==> config.mk <==
export PLATFORM = sky130hd
export DESIGN_NAME = ccff_chain_mem
export DESIGN_NICKNAME = d
export VERILOG_FILES = /design/src/rtl/ccff_chain_mem.sv
export SDC_FILE = /design/constraint.sdc
export NUM_CORES = 1
export LEC_CHECK = 0
export CAP_MARGIN = 25
export CORE_ASPECT_RATIO = 0.8
export CORE_UTILIZATION = 50
export CTS_CLUSTER_DIAMETER = 150
export CTS_CLUSTER_SIZE = 20
export DETAILED_ROUTE_END_ITERATION = 12
export GPL_TIMING_DRIVEN = 1
export PLACE_DENSITY = 0.85
export SETUP_SLACK_MARGIN = 0.05
export SLEW_MARGIN = 20
export SYNTH_ARGS = -nofsm -noshare
export SYNTH_HDL_FRONTEND = slang
export SYNTH_SLANG_ARGS = --single-unit
export TNS_END_PERCENT = 1
==> constraint.sdc <==
create_clock -name prog_clk -period 1.9 [get_ports prog_clk]
set_input_delay 0.38 -clock prog_clk [delete_from_list [all_inputs] [get_ports prog_clk]]
set_output_delay 0.38 -clock prog_clk [all_outputs]
set_load 0.005 [all_outputs]
==> src/rtl/ccff_chain_mem.sv <==
// Double-buffered configuration chain: serial shift register plus committed shadow copy.
// Optional even-parity tail stage is enabled by defining CCFF_PARITY_EN.
module ccff_chain_mem #(
  parameter int                     MEM_WIDTH = 16,
  parameter logic [0:MEM_WIDTH-1]   RESET_VAL = '0
) (
  input  logic                   prog_clk,
  input  logic                   prog_reset,
  input  logic                   ccff_head,
  input  logic                   ccff_shift_en,
  input  logic                   ccff_commit,
  output logic                   ccff_tail,
  output logic [0:MEM_WIDTH-1]   mem_out,
  output logic                   cfg_loaded,
  output logic                   cfg_err
);

`ifdef CCFF_PARITY_EN
  localparam int CHAIN_LEN = MEM_WIDTH + 1;
`else
  localparam int CHAIN_LEN = MEM_WIDTH;
`endif

  localparam int CNT_W = $clog2(CHAIN_LEN + 1);
  localparam logic [CNT_W-1:0] CNT_MAX = CNT_W'(CHAIN_LEN);

  logic [0:CHAIN_LEN-1] sreg_q, sreg_d;
  logic [0:MEM_WIDTH-1] mem_q, mem_d;
  logic [CNT_W-1:0]     cnt_q, cnt_d;
  logic                 loaded_q, loaded_d;
  logic                 err_q, err_d;
  logic                 par_ok;
  logic                 do_commit;

  // Parity covers every chain stage; without the parity stage it always passes.
`ifdef CCFF_PARITY_EN
  assign par_ok = ~(^sreg_q);
`else
  assign par_ok = 1'b1;
`endif

  // A commit only counts while the chain is not shifting in the same cycle.
  assign do_commit = ccff_commit & ~ccff_shift_en;

  // Next-state logic for chain, shift counter, shadow copy and status flags.
  always_comb begin
    sreg_d   = sreg_q;
    mem_d    = mem_q;
    cnt_d    = cnt_q;
    loaded_d = loaded_q;
    err_d    = err_q;
    if (ccff_shift_en) begin
      sreg_d[0] = ccff_head;
      for (int i = 1; i < CHAIN_LEN; i++) begin
        sreg_d[i] = sreg_q[i-1];
      end
      if (cnt_q != CNT_MAX) begin
        cnt_d = cnt_q + 1'b1;
      end
    end else if (do_commit) begin
      cnt_d = '0;
      if (cnt_q == CNT_MAX && par_ok) begin
        mem_d    = sreg_q[0:MEM_WIDTH-1];
        loaded_d = 1'b1;
      end else begin
        err_d = 1'b1;
      end
    end
  end

  // State registers with synchronous reset.
  always_ff @(posedge prog_clk) begin
    if (prog_reset) begin
      sreg_q   <= '0;
      mem_q    <= RESET_VAL;
      cnt_q    <= '0;
      loaded_q <= 1'b0;
      err_q    <= 1'b0;
    end else begin
      sreg_q   <= sreg_d;
      mem_q    <= mem_d;
      cnt_q    <= cnt_d;
      loaded_q <= loaded_d;
      err_q    <= err_d;
    end
  end

  assign ccff_tail  = sreg_q[CHAIN_LEN-1];
  assign mem_out    = mem_q;
  assign cfg_loaded = loaded_q;
  assign cfg_err    = err_q;

endmodule
==> reports/metrics.yaml, run 1 <==
final_layout:
  fillers: 238
  fin_nets: 195
  drive_gt1_share_pct: 8.47
  synthToLayoutAreaGrowth_pct: 23.2
  fin_cells: 229
  diodes: 0
  regArea_sq_um: 781
  multi_input_area_sq_um: 813
floorplanning:
  core_sq_um: 3150
  rows: 18
  die_area_sq_um: 3600
  die_w_um: 66.8
  fp.dieH_um: 53.8
  start_util_pct: 53.3
  io_pins: 24
clock_tree:
  clock-root-buffer: "clkbuf_8"
  cts_setup_buffers: 0
  clkTransAtPathRegs_ns: 0.07
  cts.sinks: 39
  ctsHoldBuffers: 0
  numCtsBuffers: 5
  ctsLongestPathBuffers: 2
  clock_latency_ns: 0.28
  cts_resized: 0
  cts_htree_levels: 2
  cts_tree: "built"
yosys:
  ys_ff_latch: 39
  async_flop_share_pct: 0
  ys_types: 27
  yosysTopAreaCellShare_pct: 46.5
  synth_edf_count: 0
  ys_seq_area_share_pct: 46.5
  yosysTopAreaCell: "dfxtp_1"
  ys.flop_type: "dfxtp_1"
  syn_area_per_cell_sq_um: 10.2
  synthesis.nets: 171
  synth_cells: 164
  syn-cell-area_sq_um: 1680
  ys_top_cells_by_area: "dfxtp_1, mux2i_1, nand2b_1"
  yosys_warnings: 0
sta:
  max-slew-margin-rel_pct: 77.3
  holdWs_ns: 0.470
  fin_crit_sh_pct: 81.4
  rsz0062_at_grt: "false"
  setup_violations: 0
  min_period_ns: 1.55
  slew_violations: 0
  final_hold_viol_count: 0
  finalSetupTns_ns: 0
  fin_skew_ns: 0.00731
  fmax_ghz: 0.646
  fin_ws_ns: 0.353
  worstMarginPinSlew_ns: 0.340
grt:
  grt_pass1_vias: 1069
  grt_pass1_wl_um: 4780
  overflow: 0
  grt_max_degree: 46
  grt_antenna_before_repair: 0
  grtUsageTotal_pct: 18.1
run_status:
  outcome: "complete, no violations"
place:
  placed_cells: 221
  pre_cts_slack_ns: 0.0455
  port_buffers: 23
  gp_congestion: 0.763
  dp_hpwl_um: 2080
route:
  drt.antenna.violating_nets: 0
  drc_errors: 0
  vias_per_cell: 5.04
  wirelength_um: 2960
  drt_iter0_markers: 35
  wl_per_cell_um: 12.9
  drt_pass1_iterations: 4
  vias: 1155
critical_path:
  crit_arrival_ns: 1.72
  end_kind: "register"
  critPathRequiredTime_ns: 2.08
  start_kind: "input port"
  crit_fanout: 16
  path_class: "in2reg"
power_and_ir_drop:
  p_per_area_nw_per_um2: 794
  fin_total_pwr_mw: 1.64
  peakVddDrop_v: 0.000665
  p_leak_nw: 0.747
worst_hold_path:
  hp-class: "reg2reg"
run:
  cap_violations: 0
[cells in the mapped netlist (2+ instances only)]
library cell,number
inv_1,4
nand4b_1,2
or2b_1,6
buf_2,3
nand2_1,4
o21a_1,2
ha_1,2
a21oi_1,3
dfxtp_1,39
nor2_1,18
buf_4,2
nand2b_1,26
a211oi_1,2
clkbuf_1,4
a31oi_1,2
mux2i_1,32
nand3_1,3
[state kept, by name, summed over array words and instances, names as in the netlist]
signal      flops
mem_out        16
sreg_q         16
cnt_q           5
cfg_err         1
cfg_loaded      1
[final timing paths]
kind	from	endpoint	slack, ns	depth (start not counted)
hold reg to reg	mem_out[3]	mem_out[3]	0.47	2
setup reg to reg	cnt_q[0]	mem_out[13]	0.39	6
hold / removal	mem_out[3]	mem_out[3]	0.47	2
setup / recovery	ccff_shift_en	sreg_q[13]	0.35	4
[critical path: stages]
cell             delay (ns)
clkdlybuf4s50_1        0.67
buf_4                  0.35
mux2i_1                0.25
nor2_1                 0.07
[power breakdown]
part           internal [mW]  switching [mW]  total (mW)
combinational         0.0548          0.0541       0.109
clock                  0.425           0.272       0.697
sequential             0.827         0.00984       0.837
total                   1.31           0.336        1.64
[layer usage]
metal  global-route usage (%)  part of all wire [%]  up-vias
li1                         -                     -      592
met1                     22.6                    47      544
met5                        0                     0        -
met3                     5.72                   3.7        0
met4                     5.32                     0        0
met2                     30.3                    50       19
[layout make-up]
type / instances / area share [%]
clock buffer: 6 / 3.99
clock inverter: 2 / 1.69
inverter: 4 / 0.726
multi-input combinational: 110 / 39.3
sequential: 39 / 37.7
tap: 40 / 2.42
timing repair buffer: 28 / 14.1
[kinds of logic (layout without fill, tap and decap cells)]
| family | Yosys count | in the layout | synth area share, % |
|---|---|---|---|
| AOI/OAI and AO/OA | 12 | 12 | 4.84 |
| adders and majority gates | 2 | 2 | 1.49 |
| buffers and inverters | 15 | 40 | 5.44 |
| DFF | 39 | 39 | 46.5 |
| muxes | 32 | 32 | 19.1 |
| and+or+nand+nor | 64 | 64 | 22.7 |
[metrics by stage]
stage,util [%],area (sq um)
detailed placement,61.9,1950
floorplan,-,1680
global placement,61.9,1950
CTS,65.6,2070
global route,65.6,2070
finish,65.6,2070
[placed cells by master (no fill, tap or decap), types with 2 or more instances in the layout]
cell type / synthesis / layout
inv_1: 4 / 4
nand2b_1: 26 / 26
ha_1: 2 / 2
nand2_1: 4 / 4
buf_12: 1 / 2
or2b_1: 6 / 6
a31oi_1: 2 / 2
a21oi_1: 3 / 3
o21a_1: 2 / 2
clkbuf_8: 0 / 6
a211oi_1: 2 / 2
mux2i_1: 32 / 32
dfxtp_1: 39 / 39
buf_4: 2 / 3
nor2_1: 18 / 18
nand3_1: 3 / 3
nand4b_1: 2 / 2
clkdlybuf4s50_1: 0 / 23
(Power assumes the default switching activity.)
==> run 2: changes to the inputs <==
- CORE_UTILIZATION: 50 -> 48
- clock period: 1.9 -> 1.3 ns (I/O delays scaled with it)
==> run 2 against run 1 <==
  * The flow now finishes with violations (setup timing)
  * Sequential power rose by 47%
  * Final cell count increased by 5.2%
  * Hold slack worse by 0.0057 ns
  * Critical path type is now reg2reg
  * Via count up 6.8%
  * Sequential cell count is the same
  * Sequential share of layout area decreased by 1.5 points
  * Clock power increased by 38%
  * Highest routed layer is now met4
==> reports/metrics.yaml, run 2 (synthesis results as in run 1) <==
final_layout:
  fin_cells: 241  # +5.2%
  fillers: 252  # +5.9%
  diodes: 0  # unchanged
  drive_gt1_share_pct: 21.4  # +13 points
  layout_commonest_cell: "mux2i_1"
  layout_common_cells: "mux2i_1, dfxtp_1, nand2b_1, dlygate4sd2_1, nor2_1"
  fin_nets: 208  # +6.7%
  synthToLayoutAreaGrowth_pct: 30.3
floorplanning:
  io_pins: 24  # unchanged
  rows: 18  # unchanged
  die_area_sq_um: 3740  # +4.0%
  die_w_um: 68.1  # +2.0%
  start_util_pct: 52.5  # -0.75 points
  fp.dieH_um: 54.9  # +2.0%
  core_sq_um: 3200  # +1.4%
route:
  drt_iter0_markers: 51  # +46%
  wl_per_cell_um: 14.3  # +10%
  vias: 1234  # +6.8%
  drc_errors: 0  # unchanged
  vias_per_cell: 5.12  # +1.5%
  drt_pass1_iterations: 4  # unchanged
  drt.antenna.violating_nets: 0  # unchanged
  wirelength_um: 3440  # +16%
power_and_ir_drop:
  peakVddDrop_v: 0.000661  # -0.58%
  p_leak_nw: 0.909  # +22%
  p_per_area_nw_per_um2: 1090  # +38%
critical_path:
  crit_fanout: 5  # -11
  end_kind: "register"
  startpoint: "cnt_q[0]"
  critPathRequiredTime_ns: 1.51  # -0.57 ns
  rr_startpoint: "cnt_q[0]"
  crit_arrival_ns: 1.58  # -0.14 ns
  path_class: "reg2reg"
  start_kind: "register"
sta:
  min_period_ns: 1.37
  setup_violations: 17  # +17
  fmax_ghz: 0.728
  finalSetupTns_ns: -0.786  # -0.786 ns
  max-slew-margin-rel_pct: 78.3  # +1.0 points
  final_hold_viol_count: 0  # unchanged
  fin_skew_ns: 0.00422  # -0.00309 ns
  slew_violations: 0  # unchanged
  worstMarginPinSlew_ns: 0.325  # -0.0145 ns
  fin_ws_ns: -0.0738  # -0.427 ns
  fin_crit_sh_pct: 106
  rsz0062_at_grt: "true"
clock_tree:
  clock_latency_ns: 0.29  # about the same
  numCtsBuffers: 5  # unchanged
  ctsHoldBuffers: 0  # unchanged
  cts_htree_levels: 2  # unchanged
  cts.sinks: 39  # unchanged
  cts_tree: "built"
  clkTransAtPathRegs_ns: 0.07  # about the same
  ctsLongestPathBuffers: 2  # unchanged
  clock-root-buffer: "clkbuf_8"
grt:
  grt_pass1_vias: 1222  # +14%
  overflow: 0  # unchanged
  grt_max_degree: 37  # -20%
  grt_pass1_wl_um: 5490  # +15%
  grtUsageTotal_pct: 20.8  # +2.7 points
  grt_antenna_before_repair: 0  # unchanged
place:
  port_buffers: 23  # unchanged
  gp_congestion: 0.791  # +3.7%
  placed_cells: 231  # +4.5%
  dp_hpwl_um: 2240  # +7.4%
run:
  cap_violations: 0  # unchanged
run_status:
  outcome: "finished, violations left"
  violations: "setup timing"
worst_hold_path:
  hp-start: "cfg_err"
  hp-class: "reg2reg"
[run 2: cell types whose count changed in the layout (fill, tap and decap cells not counted), moves of 4 or more]
cell             change
buf_4               +10
buf_6                +4
clkdlybuf4s50_1     -20
dfxtp_1              -9
dfxtp_2              +9
dlygate4sd2_1       +19
[run 2: layout make-up]
class                           instances  area, sq um  share of cell area, %
Clock inverter                          1         30.0                   1.37
Sequential cell                        39          792                   36.2
Timing Repair Buffer                   41          372                   17.0
Multi-Input combinational cell        110          856                   39.1
Tap cell                               40         50.0                   2.29
Inverter                                4         15.0                  0.686
Clock buffer                            6         72.6                   3.32
[run 2: path summary, 6_finish.rpt]
kind | endpoint | slack, ns | depth (start not counted)
setup / recovery | mem_out[11] | -0.07 | 6
hold / removal | cfg_err | 0.46 | 2
hold reg to reg | cfg_err | 0.46 | 2
setup reg to reg | mem_out[11] | -0.07 | 6
[run 2: what timing repair did]
item / in CTS / in global routing
buffers inserted: 2 / 0
endpoints found under the setup margin: 48 / 38
pin swaps: 2 / 3
gates cloned: 1 / 0
gates resized for setup: 38 / 6
[run 2: stage by stage]
stage	total power [mW]	setup slack [ns]	instance area (sq um)	utilization [%]	hold slack (ns)
floorplan	1.36	-0.0881	1680	-	0.407
global placement	1.42	-0.236	2010	63.0	0.450
detailed placement	1.43	-0.341	2010	63.0	0.464
CTS	2.39	-0.113	2150	67.4	0.466
global route	2.48	-0.144	2190	68.4	0.483
finish	2.39	-0.0738	2190	68.4	0.464
[run 2: metal layers]
layer,GRT usage [%],vias up,wire [um]
met5,0,-,0
met4,9.38,0,60
met3,5.74,7,158
met2,35.5,25,1700
met1,24.7,585,1520
li1,-,617,-
[run 2: critical path: stages, from the launching register on]
cell,delay (ns)
dfxtp_2,0.33
inv_2,0.07
ha_4,0.14
nand4bb_4,0.13
nor3_4,0.23
buf_6,0.18
mux2i_1,0.21
[run 2: where the power goes]
group	leakage (nW)	total [mW]	internal (mW)	switching [mW]
clock	0.0513	0.959	0.562	0.397
sequential	0.319	1.23	1.21	0.0144
combinational	0.539	0.211	0.112	0.0991
total	0.909	2.39	1.88	0.510
==> run 3: changes to the inputs <==
- CAP_MARGIN: 25 -> unset
- CORE_UTILIZATION: 48 -> 50
- DONT_BUFFER_PORTS: unset -> 1
- PLACE_DENSITY: 0.85 -> 0.79
==> run 3 against run 2 <==
  * The run still ends with setup timing left
  * Critical path type unchanged
  * Wire length shrank 12%
  * Largest power group unchanged
  * Largest cell class unchanged
  * Sequential share of layout area up 5.1 points
  * Clock power decreased by 18%
==> reports/metrics.yaml, run 3 (synthesis results as in run 1) <==
critical_path:
  end_kind: "register"
  path_class: "reg2reg"
  cp_common_cell: "buf_12"
  critPathSlowestCell: "dfxtp_2"
  crit_arrival_ns: 1.66  # +0.08 ns
  crit_fanout: 5  # unchanged
  path_delay_family: "simple AND/OR/NAND/NOR gates"
  r2r_end: "mem_out[4]"
  path_cells: "inv_2 -> ha_4 -> nand4bb_4 -> nor3_4 -> buf_12 -> buf_12 -> mux2i_1"
  rr_startpoint: "cnt_q[1]"
  start_kind: "register"
  cp_slowest_stage_delay_ns: 0.33  # about the same
  rrSetupSlack_ns: -0.16  # -0.08 ns
  r2r_cells: 7  # +1
  critPathRequiredTime_ns: 1.51  # about the same
  cp_num_buf_inv: 3  # +1
grt:
  grtUsageTotal_pct: 18.7  # -2.1 points
  grt_pass1_wl_um: 4750  # -14%
  grt_antenna_before_repair: 0  # unchanged
  grt_max_degree: 58  # +57%
  overflow: 0  # unchanged
  grt_pass1_vias: 1044  # -15%
power_and_ir_drop:
  p_leak_nw: 0.677  # -26%
  p_comb_share_pct: 5.7  # -3.1 points
  fin_total_pwr_mw: 2.14  # -11%
  p_sw_uw: 474  # -7.1%
  peakVddDrop_v: 0.000693  # +5.0%
  intPower_mw: 1.66  # -12%
  clock_power_share_pct: 37.0  # -3.0 points
  seqPwrFrac_pct: 57.3  # +6.1 points
  p_sw_share_pct: 22.2  # +0.88 points
  p_per_area_nw_per_um2: 1130  # +3.0%
clock_tree:
  clock_latency_ns: 0.29  # about the same
  ctsLongestPathBuffers: 2  # unchanged
  clkTransAtPathRegs_ns: 0.08  # about the same
  cts_htree_levels: 2  # unchanged
  cts.sinks: 39  # unchanged
  clock-root-buffer: "clkbuf_8"
  ctsHoldBuffers: 0  # unchanged
  numCtsBuffers: 5  # unchanged
  cts_tree: "built"
sta:
  min_period_ns: 1.46  # +0.0815 ns
  fin_ws_ns: -0.155  # -0.0815 ns
  max-slew-margin-rel_pct: 81.7  # +3.4 points
  final_hold_viol_count: 0  # unchanged
  worstMarginPinSlew_ns: 0.271  # -0.0545 ns
  setup_violations: 18  # +1
  rsz0062_at_grt: "true"
  fin_crit_sh_pct: 112  # +6.3 points
  slew_violations: 0  # unchanged
  holdWs_ns: 0.0295  # -0.435 ns
  fmax_ghz: 0.687  # -5.6%
  fin_skew_ns: 0.00927  # +0.00505 ns
route:
  vias_per_cell: 5.30  # +3.4%
  vias: 1112  # -9.9%
  drt_pass1_iterations: 4  # unchanged
  drc_errors: 0  # unchanged
  wirelength_um: 3040  # -12%
  drt_iter0_markers: 53  # +3.9%
  drt.antenna.violating_nets: 0  # unchanged
  wl_per_cell_um: 14.5  # +1.4%
floorplanning:
  rows: 18  # unchanged
  io_pins: 24  # unchanged
  fp.dieH_um: 53.8  # -1.9%
  die_w_um: 66.8  # -2.0%
  core_sq_um: 3150  # -1.4%
  die_area_sq_um: 3600  # -3.9%
  start_util_pct: 53.3  # +0.75 points
final_layout:
  fillers: 279  # +11%
  layout_commonest_cell: "dfxtp_1"
  fin_util_pct: 60.1  # -8.3 points
  synthToLayoutAreaGrowth_pct: 12.8
  layout_common_cells: "dfxtp_1, mux2i_1, nand2b_1, nor2_1, or2b_1"
  diodes: 0  # unchanged
  fin_nets: 176  # -15%
  drive_gt1_share_pct: 15.3  # -6.1 points
worst_hold_path:
  whs_endpoint: "sreg_q[15]"
  hp-start: "prog_reset"
  hold-path-cell-count: 1  # -1
  hp-class: "in2reg"
place:
  gp_congestion: 0.704  # -11%
  port_buffers: 0  # -100%
  pre_cts_slack_ns: -0.0943  # +0.247 ns
  dp_hpwl_um: 1860  # -17%
run:
  cap_violations: 0  # unchanged
run_status:
  violations: "setup timing"
  outcome: "finished, violations left"
[run 3: cell count changes in the layout (fill, tap and decap cells not counted), sizes merged, moves of 2 or more]
cell / change
dlygate4sd2: -19
buf: -11
clkdlybuf4s50: -3
clkbuf: +2
[run 3: area by class of cell]
type,count,area (sq um),area share (%)
timing repair buffer,9,128,6.74
clock inverter,2,12.5,0.661
clock buffer,6,72.6,3.83
inverter,4,15.0,0.793
multi-input combinational,110,833,44.0
sequential,39,783,41.3
tap,40,50.0,2.64
[run 3: power by group through the flow]
stage          Clock (mW)  Sequential (mW)  Combinational, mW
5_1_grt             0.872             1.23              0.132
6_report            0.791             1.22              0.122
4_1_cts             0.822             1.22              0.103
3_3_place_gp            0             1.25             0.0972
3_5_place_dp            0             1.25              0.101
2_1_floorplan           0             1.25              0.113
[run 3: layer usage]
layer	wire length [um]	GRT usage, %
met1	1320	20.4
met2	1470	32.2
met3	197	7.84
met4	50	8.51
met5	0	0
[run 3: worst register-to-register path, cell delays in order (launching register included)]
cell,delay (ns)
dfxtp_2,0.33
inv_2,0.07
ha_4,0.14
nand4bb_4,0.14
nor3_4,0.24
buf_12,0.14
buf_12,0.11
mux2i_1,0.21
[run 3: stage by stage]
step / instance area [sq um] / instances / setup TNS, ns
floorplan: 1680 / 164 / -0.863
global placement: 1710 / 198 / 0
detailed placement: 1710 / 198 / -1.18
CTS: 1800 / 206 / -1.53
global route: 1890 / 210 / -3.43
finish: 1890 / 210 / -2.15
[run 3: how the worst max path moves through the flow]
stage              from           to  slack [ns]  depth (start not counted)
5_1_grt        cnt_q[1]   mem_out[3]       -0.21                          7
4_1_cts        cnt_q[0]   mem_out[4]       -0.14                          6
3_3_place_gp   cnt_q[0]  mem_out[10]       0.003                          6
3_5_place_dp   cnt_q[0]   mem_out[3]       -0.09                          6
2_1_floorplan  cnt_q[0]   mem_out[0]       -0.09                          7
6_report       cnt_q[1]   mem_out[4]       -0.16                          7
[run 3: what timing repair did]
item                       in CTS  in global routing
setup endpoints to repair      19                 22
gates resized for setup         1                  7
gates cloned                    0                  2
pin swaps                       0                  3
buffers inserted                0                  2
